[src/rtl/lsu_pkg.sv]
// Shared definitions for the load/store unit: funct3 encodings, FSM states and
// lane helpers used by the controller and the load aligner.
package lsu_pkg;

    localparam logic [2:0] F3_B  = 3'b000;
    localparam logic [2:0] F3_H  = 3'b001;
    localparam logic [2:0] F3_W  = 3'b010;
    localparam logic [2:0] F3_BU = 3'b100;
    localparam logic [2:0] F3_HU = 3'b101;

    typedef enum logic [1:0] {
        StIdle,
        StReq,
        StWait,
        StResp
    } lsu_state_e;

    // Size is carried in funct3[1:0], so LBU/LHU share the LB/LH pattern.
    function automatic logic [3:0] be_for(input logic [2:0] funct3, input logic [1:0] off);
        logic [3:0] be;
        case (funct3[1:0])
            2'b00:   be = 4'b0001 << off;
            2'b01:   be = 4'b0011 << off;
            default: be = 4'b1111;
        endcase
        return be;
    endfunction

    function automatic logic op_err(input logic we, input logic [2:0] funct3,
                                    input logic [1:0] off);
        logic legal;
        logic misaligned;
        if (we) begin
            legal = (funct3 == F3_B) || (funct3 == F3_H) || (funct3 == F3_W);
        end else begin
            legal = (funct3 == F3_B) || (funct3 == F3_H) || (funct3 == F3_W) ||
                    (funct3 == F3_BU) || (funct3 == F3_HU);
        end
        case (funct3[1:0])
            2'b01:   misaligned = off[0];
            2'b10:   misaligned = (off != 2'b00);
            default: misaligned = 1'b0;
        endcase
        return !legal || misaligned;
    endfunction

endpackage

[src/rtl/load_align.sv]
// Extracts and sign/zero-extends a byte, halfword or word from a raw memory word.
module load_align
    import lsu_pkg::*;
(
    input  logic [2:0]  funct3_i,
    input  logic [1:0]  off_i,
    input  logic [31:0] rdata_i,
    output logic [31:0] data_o
);

    logic [7:0]  byte_v;
    logic [15:0] half_v;

    always_comb begin
        byte_v = rdata_i[{off_i, 3'b000} +: 8];
        half_v = off_i[1] ? rdata_i[31:16] : rdata_i[15:0];
        case (funct3_i)
            F3_B:    data_o = {{24{byte_v[7]}}, byte_v};
            F3_BU:   data_o = {24'h0, byte_v};
            F3_H:    data_o = {{16{half_v[15]}}, half_v};
            F3_HU:   data_o = {16'h0, half_v};
            default: data_o = rdata_i;
        endcase
    end

endmodule

[src/rtl/lsu_ctrl.sv]
// RV32I load/store unit: one outstanding transaction, word-aligned memory
// requests with byte enables, registered one-cycle response.
module lsu_ctrl
    import lsu_pkg::*;
#(
    parameter int unsigned MEM_ADDR_W = 32
) (
    input  logic                  clk,
    input  logic                  rst,
    input  logic                  req_valid,
    output logic                  req_ready,
    input  logic                  req_we,
    input  logic [2:0]            req_funct3,
    input  logic [MEM_ADDR_W-1:0] req_addr,
    input  logic [31:0]           req_wdata,
    output logic                  resp_valid,
    output logic [31:0]           resp_rdata,
    output logic                  resp_err,
    output logic                  mem_req,
    output logic                  mem_we,
    output logic [MEM_ADDR_W-1:0] mem_addr,
    output logic [3:0]            mem_be,
    output logic [31:0]           mem_wdata,
    input  logic                  mem_gnt,
    input  logic                  mem_rvalid,
    input  logic [31:0]           mem_rdata
);

    lsu_state_e            state_q, state_d;
    logic                  we_q, we_d;
    logic [2:0]            f3_q, f3_d;
    logic [MEM_ADDR_W-1:0] addr_q, addr_d;
    logic [31:0]           wdata_q, wdata_d;
    logic [31:0]           rdata_q, rdata_d;
    logic                  err_q, err_d;
    logic [31:0]           load_data;
    logic [31:0]           store_data;

    load_align u_load_align (
        .funct3_i (f3_q),
        .off_i    (addr_q[1:0]),
        .rdata_i  (mem_rdata),
        .data_o   (load_data)
    );

    always_ff @(posedge clk) begin
        if (rst) begin
            state_q <= StIdle;
            we_q    <= 1'b0;
            f3_q    <= 3'b000;
            addr_q  <= '0;
            wdata_q <= 32'h0;
            rdata_q <= 32'h0;
            err_q   <= 1'b0;
        end else begin
            state_q <= state_d;
            we_q    <= we_d;
            f3_q    <= f3_d;
            addr_q  <= addr_d;
            wdata_q <= wdata_d;
            rdata_q <= rdata_d;
            err_q   <= err_d;
        end
    end

    // Response registers only change on entry to StResp so they hold between responses.
    always_comb begin
        state_d    = state_q;
        we_d       = we_q;
        f3_d       = f3_q;
        addr_d     = addr_q;
        wdata_d    = wdata_q;
        rdata_d    = rdata_q;
        err_d      = err_q;
        req_ready  = 1'b0;
        mem_req    = 1'b0;
        resp_valid = 1'b0;
        case (state_q)
            StIdle: begin
                req_ready = 1'b1;
                if (req_valid) begin
                    we_d    = req_we;
                    f3_d    = req_funct3;
                    addr_d  = req_addr;
                    wdata_d = req_wdata;
                    if (op_err(req_we, req_funct3, req_addr[1:0])) begin
                        rdata_d = 32'h0;
                        err_d   = 1'b1;
                        state_d = StResp;
                    end else begin
                        state_d = StReq;
                    end
                end
            end
            StReq: begin
                mem_req = 1'b1;
                if (mem_gnt) begin
                    if (we_q) begin
                        rdata_d = 32'h0;
                        err_d   = 1'b0;
                        state_d = StResp;
                    end else begin
                        state_d = StWait;
                    end
                end
            end
            StWait: begin
                if (mem_rvalid) begin
                    rdata_d = load_data;
                    err_d   = 1'b0;
                    state_d = StResp;
                end
            end
            StResp: begin
                resp_valid = 1'b1;
                state_d    = StIdle;
            end
            default: state_d = StIdle;
        endcase
    end

    always_comb begin
        case (f3_q[1:0])
            2'b00:   store_data = {4{wdata_q[7:0]}};
            2'b01:   store_data = {2{wdata_q[15:0]}};
            default: store_data = wdata_q;
        endcase
    end

    // Memory outputs are gated by mem_req so they read zero outside a request.
    assign mem_we     = mem_req & we_q;
    assign mem_addr   = mem_req ? {addr_q[MEM_ADDR_W-1:2], 2'b00} : '0;
    assign mem_be     = mem_req ? be_for(f3_q, addr_q[1:0]) : 4'b0000;
    assign mem_wdata  = (mem_req && we_q) ? store_data : 32'h0;
    assign resp_rdata = rdata_q;
    assign resp_err   = err_q;

endmodule

[config.mk]
export PLATFORM = sky130hd
export DESIGN_NAME = lsu_ctrl
export DESIGN_NICKNAME = d
export VERILOG_FILES = /design/src/rtl/lsu_pkg.sv /design/src/rtl/load_align.sv /design/src/rtl/lsu_ctrl.sv
export SDC_FILE = /design/constraint.sdc
export NUM_CORES = 1
export LEC_CHECK = 0
export CORE_ASPECT_RATIO = 0.6
export CORE_MARGIN = 5
export CORE_UTILIZATION = 30
export DETAILED_ROUTE_END_ITERATION = 10
export PLACE_DENSITY = 0.64
export SETUP_SLACK_MARGIN = 0.05
export SYNTH_ARGS = -nofsm -noshare
export SYNTH_HDL_FRONTEND = slang
export SYNTH_SLANG_ARGS = --single-unit
[constraint.sdc]
create_clock -name clk -period 1.7 [get_ports clk]
set_input_delay 0.17 -clock clk [delete_from_list [all_inputs] [get_ports clk]]
set_output_delay 0.17 -clock clk [all_outputs]
set_load 0.03 [all_outputs]
After elaboration in Yosys (flattened, before gate mapping)
Cells that the tools add are included.
Operators by class
  bitwise logic cells: 1
  reduce and logical (&&, ||, !) cells: 16
  eq/ne operators: 18
  shifts and indexed selects: 3
  multiplexer cells: 34
Operators with widths (count)
  $mux 32: 7
  $pmux 32 s4: 1
  $pmux 32 s3: 1
  $pmux 32 s2: 1
  $shiftx 32x6->8: 1
  $mux 16: 1
  $mux 1: 14
  $eq 3x3->1 const B: 4
  $ne 2x2->1 const B: 5
  $mux 2: 4
  $pmux 2 s4: 1
  $pmux 4 s2: 1
  $eq 2x1->1 const B: 3
  $eq 2x2->1 const B: 3
  $eq 3x1->1 const B: 2
  $logic_not 3->1: 2
  $reduce_and 6->1: 1
  $logic_or 1x1->1: 5
  $logic_not 2->1: 2
  $mux 4: 1
  $shl 1x2->4 const A: 1
  $shl 2x2->4 const A: 1
  $eq 3x2->1 const B: 1
  $pmux 1 s3: 1
  8 further kinds: 8
Storage, ports and cells
  register bits: 103
  output and inout port bits: 105

Longest topological paths before layout
Gate-level depths: netlist of run 1.
  depth after elaboration: 13
  depth in mapped cells: 8

Modules after synthesis
Synthesis of run 1 repeated with hierarchy kept, for this count alone.
Unflattened totals
  cell total of the unflattened synthesis: 711
  area, all modules: 5596.6 um2
By module, submodules not included
  lsu_ctrl: times used 1, area each 4750.8 um2, cells an instance 615, sequential area each 2062.0 um2
  load_align: times used 1, area each 845.8 um2, cells an instance 96, sequential area each 0.0 um2

Worst setup path before layout of run 1
Ideal clock, no wire load.
  path kind: reg-to-output
  start point: reg state_q[1]
  end point: out mem_be[3]
  data arrival time: 1.969 ns
  path buffers: 2
  required time: 1.530 ns
  cell stages (with the launch flop): 6
  slack: -0.439 ns
  path through: dfxtp_1 > inv_1 > ha_1 > clkbuf_1 > clkbuf_1 > a21boi_0
On the way
  word-level cells in the longest chain between the ends: 3
Ends and longest elaborated chain
  from (decl): RTL line lsu_ctrl.sv:29  | lsu_state_e state_q, state_d;
  from (signal assigned): RTL line lsu_ctrl.sv:48  | state_q <= StIdle;
  from (signal assigned): RTL line lsu_ctrl.sv:56  | state_q <= state_d;
  $eq 2x1->1: RTL line lsu_ctrl.sv:78  | case (state_q)
  $mux 1: RTL line lsu_ctrl.sv:78
  via mem_req: RTL line lsu_ctrl.sv:19  | output logic mem_req,
  $mux 4: RTL line lsu_ctrl.sv:133  | assign mem_be = mem_req ? be_for(f3_q, addr_q[1:0]) : 4'b0000;
  to (decl): RTL line lsu_ctrl.sv:22  | output logic [3:0] mem_be,
The timed path passes the listed nets, and every way through them passes these cells.

Worst setup path in the final report of run 1
  start point: reg state_q[0]
  end point: out mem_wdata[11]
On the way
  word-level cells in the longest chain between the ends: 4
Ends and longest elaborated chain
  $eq 2x1->1: RTL line lsu_ctrl.sv:78
  $mux 1: RTL line lsu_ctrl.sv:78
  $logic_and 1x1->1: RTL line lsu_ctrl.sv:134  | assign mem_wdata = (mem_req && we_q) ? store_data : 32'h0;
  $mux 32: RTL line lsu_ctrl.sv:134
  to (decl): RTL line lsu_ctrl.sv:23  | output logic [31:0] mem_wdata,
No other way between the ends.

==> impl_results.md, run 1 <==
* Status: finished, violations left
* Failing checks: negative setup slack
* Sequential Power Share at 0.281
* Post-synthesis cell area at roughly 0.0055 sq mm
* Synth cell types at 44
* GRT Resource Usage Total at 0.1854
* Slowest cell delay on critical path at roughly 0.35 ns
* Layout Skew at approximately 0.013 ns
* Worst setup margin at -0.1652 ns
* Synth Flop Type: dfxtp_1
* Setup TNS at -7.654 ns
* DRT Wirelength at around 21000 microns
* Design area at ~0.0093 sq mm
* Post-DP Area at roughly 0.0082 sq mm
* Detailed placement HPWL at 15060 microns
* Core area at roughly 0.018 sq mm
* Clock buffer count from CTS at 9
* Initial antenna violation count at 1
* Remaining DRCs at 0
* Die height at 115.2 microns
* Max VDD drop at between 0.0005 and 0.0006 V
* Clock share of power at 0.188
* Fraction of registers with async set/reset at 0
* Max Clock Freq at 536.1 MHz
* # H-tree levels at 3
* Clock slew at reported path FFs at roughly 0.08 ns
* Clock Path Buffers at 2
* Top cell by count, worst path: buf_6
* CP max-delay cell: dfxtp_2
* Final Cycle Share at 1.097
* Switch share at 0.3926
* Clk sink count at between 100 and 150
* Placed cells at 1155
* Final Util at 0.5144
* WS Path Type: reg2out
* Worst EP arrival at roughly 1.7 ns
* CTS tree: built
* Port bufs at about 210
* RSZ-0062 raised after global routing: true
* Register area share after synthesis at 0.3728
* CP Data Required Time at between 1.5 and 2 ns
* Cts hold-fix bufs at 0
* Post-Layout Cell Count at approximately 1200
* Final setup violation count at just under 100
* Hold Crit Class: in2reg
* CP max FO at 6
* Initial Util at 0.3062
* Worst hold margin at 0.3593 ns
* Pins over their slew limit at 0
* Layout cells sized above 1 at 0.2521
* NetSw at between 4 and 5 mW
* Core Rows at 38
* First-pass GRT wire length at between 30000 and 40000 microns
* GRT overflow at 0
* DIE WIDTH at approximately 190 microns
* Vias in the first global route at between 5000 and 6000
* Minimum clock period at approximately 1.9 ns
* Clock Latency Late Sink at ~0.35 ns
* Avg Cell Area, Syn at just under 8 sq um
* Int Power at roughly 6.6 mW
* Yosys Warn Count at 0
* Layout fillers at roughly 1700
* Fin. Hold Viols at 0
* Layout Nets at ~1100
* Clk root buf: clkbuf_16
* Worst-path cell chain: buf_4 > ha_4 > buf_6 > nand2_8 > buf_12 > a21oi_4 > buf_6
* Pin count of the biggest net entering global routing at ~110
* Max-Cap Viols at 0
* Vias at between 5000 and 6000
* Post-DRT Antenna Nets at 0
* Layout area overhead at 68.02%
* I/O pin total at between 200 and 250
* Post-synthesis cell count at a little over 700
* Routability cong. at 0.8484
* Yosys reg bits at 103
* Vias per cell at roughly 4.9
* PD cells at 1174 mW/mm^2
* Leakage dissipation at about 3.6 nW
* Drt pass-1 iters at 5
* Gate power share at 0.531
* DR iter-0 viols at around 390
* WL/cell at ~18 microns
* Setup crit start kind: flop
* Die ar. at between 0.02 and 0.025 sq mm
* EDFF count, synth at 0
* Critical path endpoint category: primary output
==> cell families after synthesis <==
family / Yosys count / share of synthesized area
DFF: 103 / 0.3728
muxes: 63 / 0.1197
buffers and inverters: 79 / 0.06130
and+or+nand+nor: 310 / 0.2608
adders and majority gates: 7 / 0.01583
AOI/OAI and AO/OA: 155 / 0.1690
other: 1 / 0.0006779
==> cell usage after synthesis (3+ instances only) <==
master | instances | area, sq um
and2_1 | 31 | 193.9
and3_1 | 8 | 50.05
o21a_1 | 3 | 22.52
buf_6 | 3 | 33.78
a221oi_1 | 3 | 26.28
mux2_2 | 5 | 56.30
inv_1 | 21 | 78.83
clkbuf_1 | 41 | 153.9
o211ai_1 | 4 | 30.03
mux2i_1 | 56 | 560.5
a21oi_1 | 88 | 440.4
o21ai_0 | 16 | 80.08
nand2_1 | 165 | 619.3
nand3b_1 | 4 | 30.03
o221ai_1 | 6 | 52.55
nand2b_1 | 42 | 262.8
buf_2 | 10 | 50.05
ha_1 | 7 | 87.58
nor2b_1 | 12 | 75.07
a22oi_1 | 16 | 120.1
nor2_1 | 40 | 150.1
o22ai_1 | 3 | 18.77
dfxtp_1 | 103 | 2062
==> worst paths after layout <==
path | startpoint | to | slack (ns) | cells after the start
setup reg to reg | state_q[0] | resp_rdata[10] | -0.14 | 9
setup / recovery | state_q[0] | mem_wdata[11] | -0.17 | 7
hold reg to reg | addr_q[29] | addr_q[29] | 0.45 | 2
hold / removal | req_wdata[6] | wdata_q[6] | 0.36 | 3
==> power groups by stage <==
stage | registers [mW] | clock network (mW) | logic [mW]
global route | 3.12 | 2.20 | 6.14
CTS | 3.06 | 2.14 | 5.31
global placement | 3.08 | 0 | 4.67
finish | 3.07 | 2.05 | 5.79
floorplan | 3.21 | 0 | 2.77
detailed placement | 3.09 | 0 | 4.69
==> critical path, delay by kind of cell (launching register included) <==
kind,cells,cell delay [ns]
flops,1,0.35
fa+ha+maj,1,0.15
simple gates,1,0.10
compound gates,1,0.14
buf+inv,4,0.59
==> layer usage <==
layer  track usage  part of all wire  vias to the layer above
met5             0           0.00061                        -
li1              -                 -                     2865
met1        0.2814              0.50                     2703
met2        0.2627              0.41                      209
met4       0.02493            0.0039                        2
met3       0.05722             0.086                       11
==> final cells by class <==
type | count | area (sq um) | area share
antenna | 1 | 2.502 | 0.0002693
tap | 240 | 300.3 | 0.03231
timing repair buffer | 275 | 3003 | 0.3231
inverter | 21 | 83.83 | 0.009020
clock buffer | 10 | 229.0 | 0.02464
sequential | 103 | 2074 | 0.2232
clock inverter | 6 | 51.30 | 0.005520
multi-input combinational | 537 | 3550 | 0.3819
==> state kept, by name, summed over array words and instances (netlist names) <==
| name | count |
|---|---|
| f3_q | 3 |
| resp_rdata | 32 |
| resp_err | 1 |
| we_q | 1 |
| addr_q | 32 |
| state_q | 2 |
| wdata_q | 32 |
==> stage by stage <==
step / worst slack [ns] / power (mW)
CTS: -0.1437 / 10.50
finish: -0.1652 / 10.91
detailed placement: -0.5082 / 7.781
floorplan: -0.08341 / 5.978
global route: -0.2257 / 11.47
global placement: -0.4146 / 7.746
==> layout by cell type (no fill, tap or decap), types with 4 or more instances in the layout <==
master           instances
nor2_4                  17
o221ai_1                 6
nor2_1                  23
ha_1                     5
clkdlybuf4s50_1        132
a22oi_1                 16
a21oi_1                 75
and3_4                   6
buf_6                   71
nand3b_1                 4
a21oi_2                  6
and2_1                  14
mux2i_1                 54
a21oi_4                  7
clkbuf_16               13
inv_1                   17
and2_4                  17
buf_4                   43
nand2b_1                41
nand2_1                163
dfxtp_1                 97
nor2b_1                 10
buf_12                  14
o211ai_1                 4
o21ai_0                 15
dfxtp_2                  4
==> timing repair <==
item                       CTS  global route
setup buffers                9             5
pin swaps                    5             4
hold endpoints to repair     0             0
setup endpoints to repair  103           108
resized for setup           76            77
cloned                       2             5
Note: power is estimated with default switching activity, not from simulation.
==> inputs of run 2 (changes only) <==
- PLACE_DENSITY: 0.64 -> 0.62
- clock period: 1.7 -> 2.37 ns (I/O delays scaled with it)
==> impl_results.md, run 2 (same netlist as run 1, synthesis figures left out) <==
* Max VDD drop at 0.0005176 V (+0.69%)
* Status: finished, final reports clean
* WS Path Type: reg2out
* DR iter-0 viols at 352 (-11%)
* Setup TNS at 0 ns (+7.654 ns)
* Clock Path Buffers at 2 (unchanged)
* Vias per cell at 4.817 (-0.75%)
* GRT Resource Usage Total at 0.1768 (-0.008586)
* CTS tree: built
* DRT Wirelength at 19380 microns (-9.5%)
* Minimum clock period at roughly 2.1 ns
* Post-DP Area at 0.007707 sq mm (-5.8%)
* Layout fillers at 1858 (+9.2%)
* I/O pin total at 210 (unchanged)
* Layout Nets at 1013 (-4.3%)
* Core Rows at 38 (unchanged)
* Detailed placement HPWL at 14420 microns (-4.3%)
* Setup bufs post-CTS at 0 (-9)
* Worst setup margin at 0.2452 ns (+0.4104 ns)
* Die height at 115.2 microns (unchanged)
* Post-DRT Antenna Nets at 0 (unchanged)
* Port bufs at 207 (unchanged)
* Pre-CTS WS at 0.03467 ns (+0.5429 ns)
* # H-tree levels at 3 (unchanged)
* Pin count of the biggest net entering global routing at 57 (-46%)
* Clock buffer count from CTS at 9 (unchanged)
* Cts hold-fix bufs at 0 (unchanged)
* Placed cells at 1130 (-2.2%)
* Fin. Hold Viols at 0 (unchanged)
* WL/cell at 16.91 microns (-5.8%)
* First-pass GRT wire length at 29970 microns (-3.7%)
* Final setup violation count at 0 (-100%)
* Setup crit start kind: flop
* Relative slew slack at 0.5662
* Initial antenna violation count at 0 (-1)
* Vias in the first global route at 5302 (-2.3%)
* Max-Cap Viols at 0 (unchanged)
* Max Clock Freq at between 400 and 500 MHz
* Die ar. at 0.02134 sq mm (unchanged)
* Layout Skew at 0.008026 ns (-0.005144 ns)
* Initial Util at 0.3062 (unchanged)
* Antenna fix cells at 0 (-1)
* Layout cells sized above 1 at 0.1347 (-0.1174)
* Measured slew at the worst slew-check pin at between 0.6 and 0.7 ns
* Vias at 5520 (-4.7%)
* Worst EP arrival at 1.89 ns (+0.19 ns)
* Core area at 0.01807 sq mm (unchanged)
* Most common cell after layout, fill and taps aside: nand2_1
* Most frequent cells in the layout: nand2_1 (164), clkdlybuf4s50_1 (138), dfxtp_1 (102)
* Drt pass-1 iters at 4 (-1)
* Routability cong. at 0.7940 (-6.4%)
* Hold Crit Class: in2reg
* Final Cycle Share at 0.8965
* Remaining DRCs at 0 (unchanged)
* GRT overflow at 0 (unchanged)
* CP Data Required Time at 2.13 ns (+0.60 ns)
* Design area at 0.008005 sq mm (-14%)
* Leakage dissipation at 3.162 nW (-13%)
* Reg2reg setup slack at 0.28 ns (+0.42 ns)
* Worst hold margin at 0.2099 ns (-0.1494 ns)
* Post-Layout Cell Count at 1146 (-3.9%)
* RSZ-0062 raised after global routing: false
* CP max FO at 25 (+19)
* Layout area overhead at 44.72%
* Clock slew at reported path FFs at 0.07 ns (about the same)
* PD cells at 826.4 mW/mm^2 (-30%)
* Clk sink count at 103 (unchanged)
* DIE WIDTH at 185.3 microns (unchanged)
* Clock Latency Late Sink at 0.34 ns (about the same)
* Critical path endpoint category: primary output
* # resized after CTS at 0 (-100%)
* Clk root buf: clkbuf_16
* Pins over their slew limit at 0 (unchanged)
-- run 2: cell count changes in the layout (fill, tap and decap cells not counted), moves of 13 or more --
| cell | delta |
|---|---|
| a21oi_1 | +13 |
| and2_1 | +16 |
| and2_4 | -17 |
| buf_4 | +43 |
| buf_6 | -71 |
| nor2_1 | +16 |
| nor2_4 | -17 |
-- run 2: layout make-up --
class	count	area, sq um	share of cell area
Clock inverter	5	46.29	0.005783
Sequential cell	103	2063	0.2577
Multi-Input combinational cell	537	3147	0.3931
Inverter	21	78.83	0.009847
Clock buffer	11	242.7	0.03032
Tap cell	240	300.3	0.03751
Timing Repair Buffer	229	2127	0.2657
-- run 2: final timing paths --
check | startpoint | end | depth (start not counted)
worst min register to register | addr_q[25] | addr_q[25] | 2
worst max-delay path | state_q[1] | mem_wdata[26] | 7
worst min-delay path | rst | resp_rdata[2] | 3
worst max register to register | state_q[0] | resp_rdata[18] | 7
-- run 2: per-layer routing --
| metal | wire (microns) | up-vias | global-route usage |
|---|---|---|---|
| li1 | - | 2761 | - |
| met1 | 9970 | 2568 | 0.2726 |
| met2 | 7835 | 180 | 0.2511 |
| met3 | 1485 | 11 | 0.04679 |
| met4 | 87 | 0 | 0.02395 |
| met5 | 0 | - | 0 |
-- run 2: power by group --
part / leakage (nW) / internal, mW / switching, mW
Combinational: 2.18 / 1.22 / 1.74
Clock: 0.143 / 0.762 / 0.698
Sequential: 0.841 / 2.00 / 0.199
Total: 3.16 / 3.98 / 2.63
-- run 2: metrics by stage --
stage          utilization  power, mW
2_1_floorplan            -      4.160
3_3_place_gp        0.4266      5.192
3_5_place_dp        0.4266      5.205
4_1_cts             0.4426      6.697
5_1_grt             0.4431      7.043
6_report            0.4431      6.616
-- run 2: critical path: stages, from the launching register on --
cell,delay [ns]
dfxtp_1,0.38
inv_1,0.09
ha_1,0.23
buf_4,0.17
nand2_1,0.06
buf_4,0.29
nor2_1,0.13
buf_4,0.19
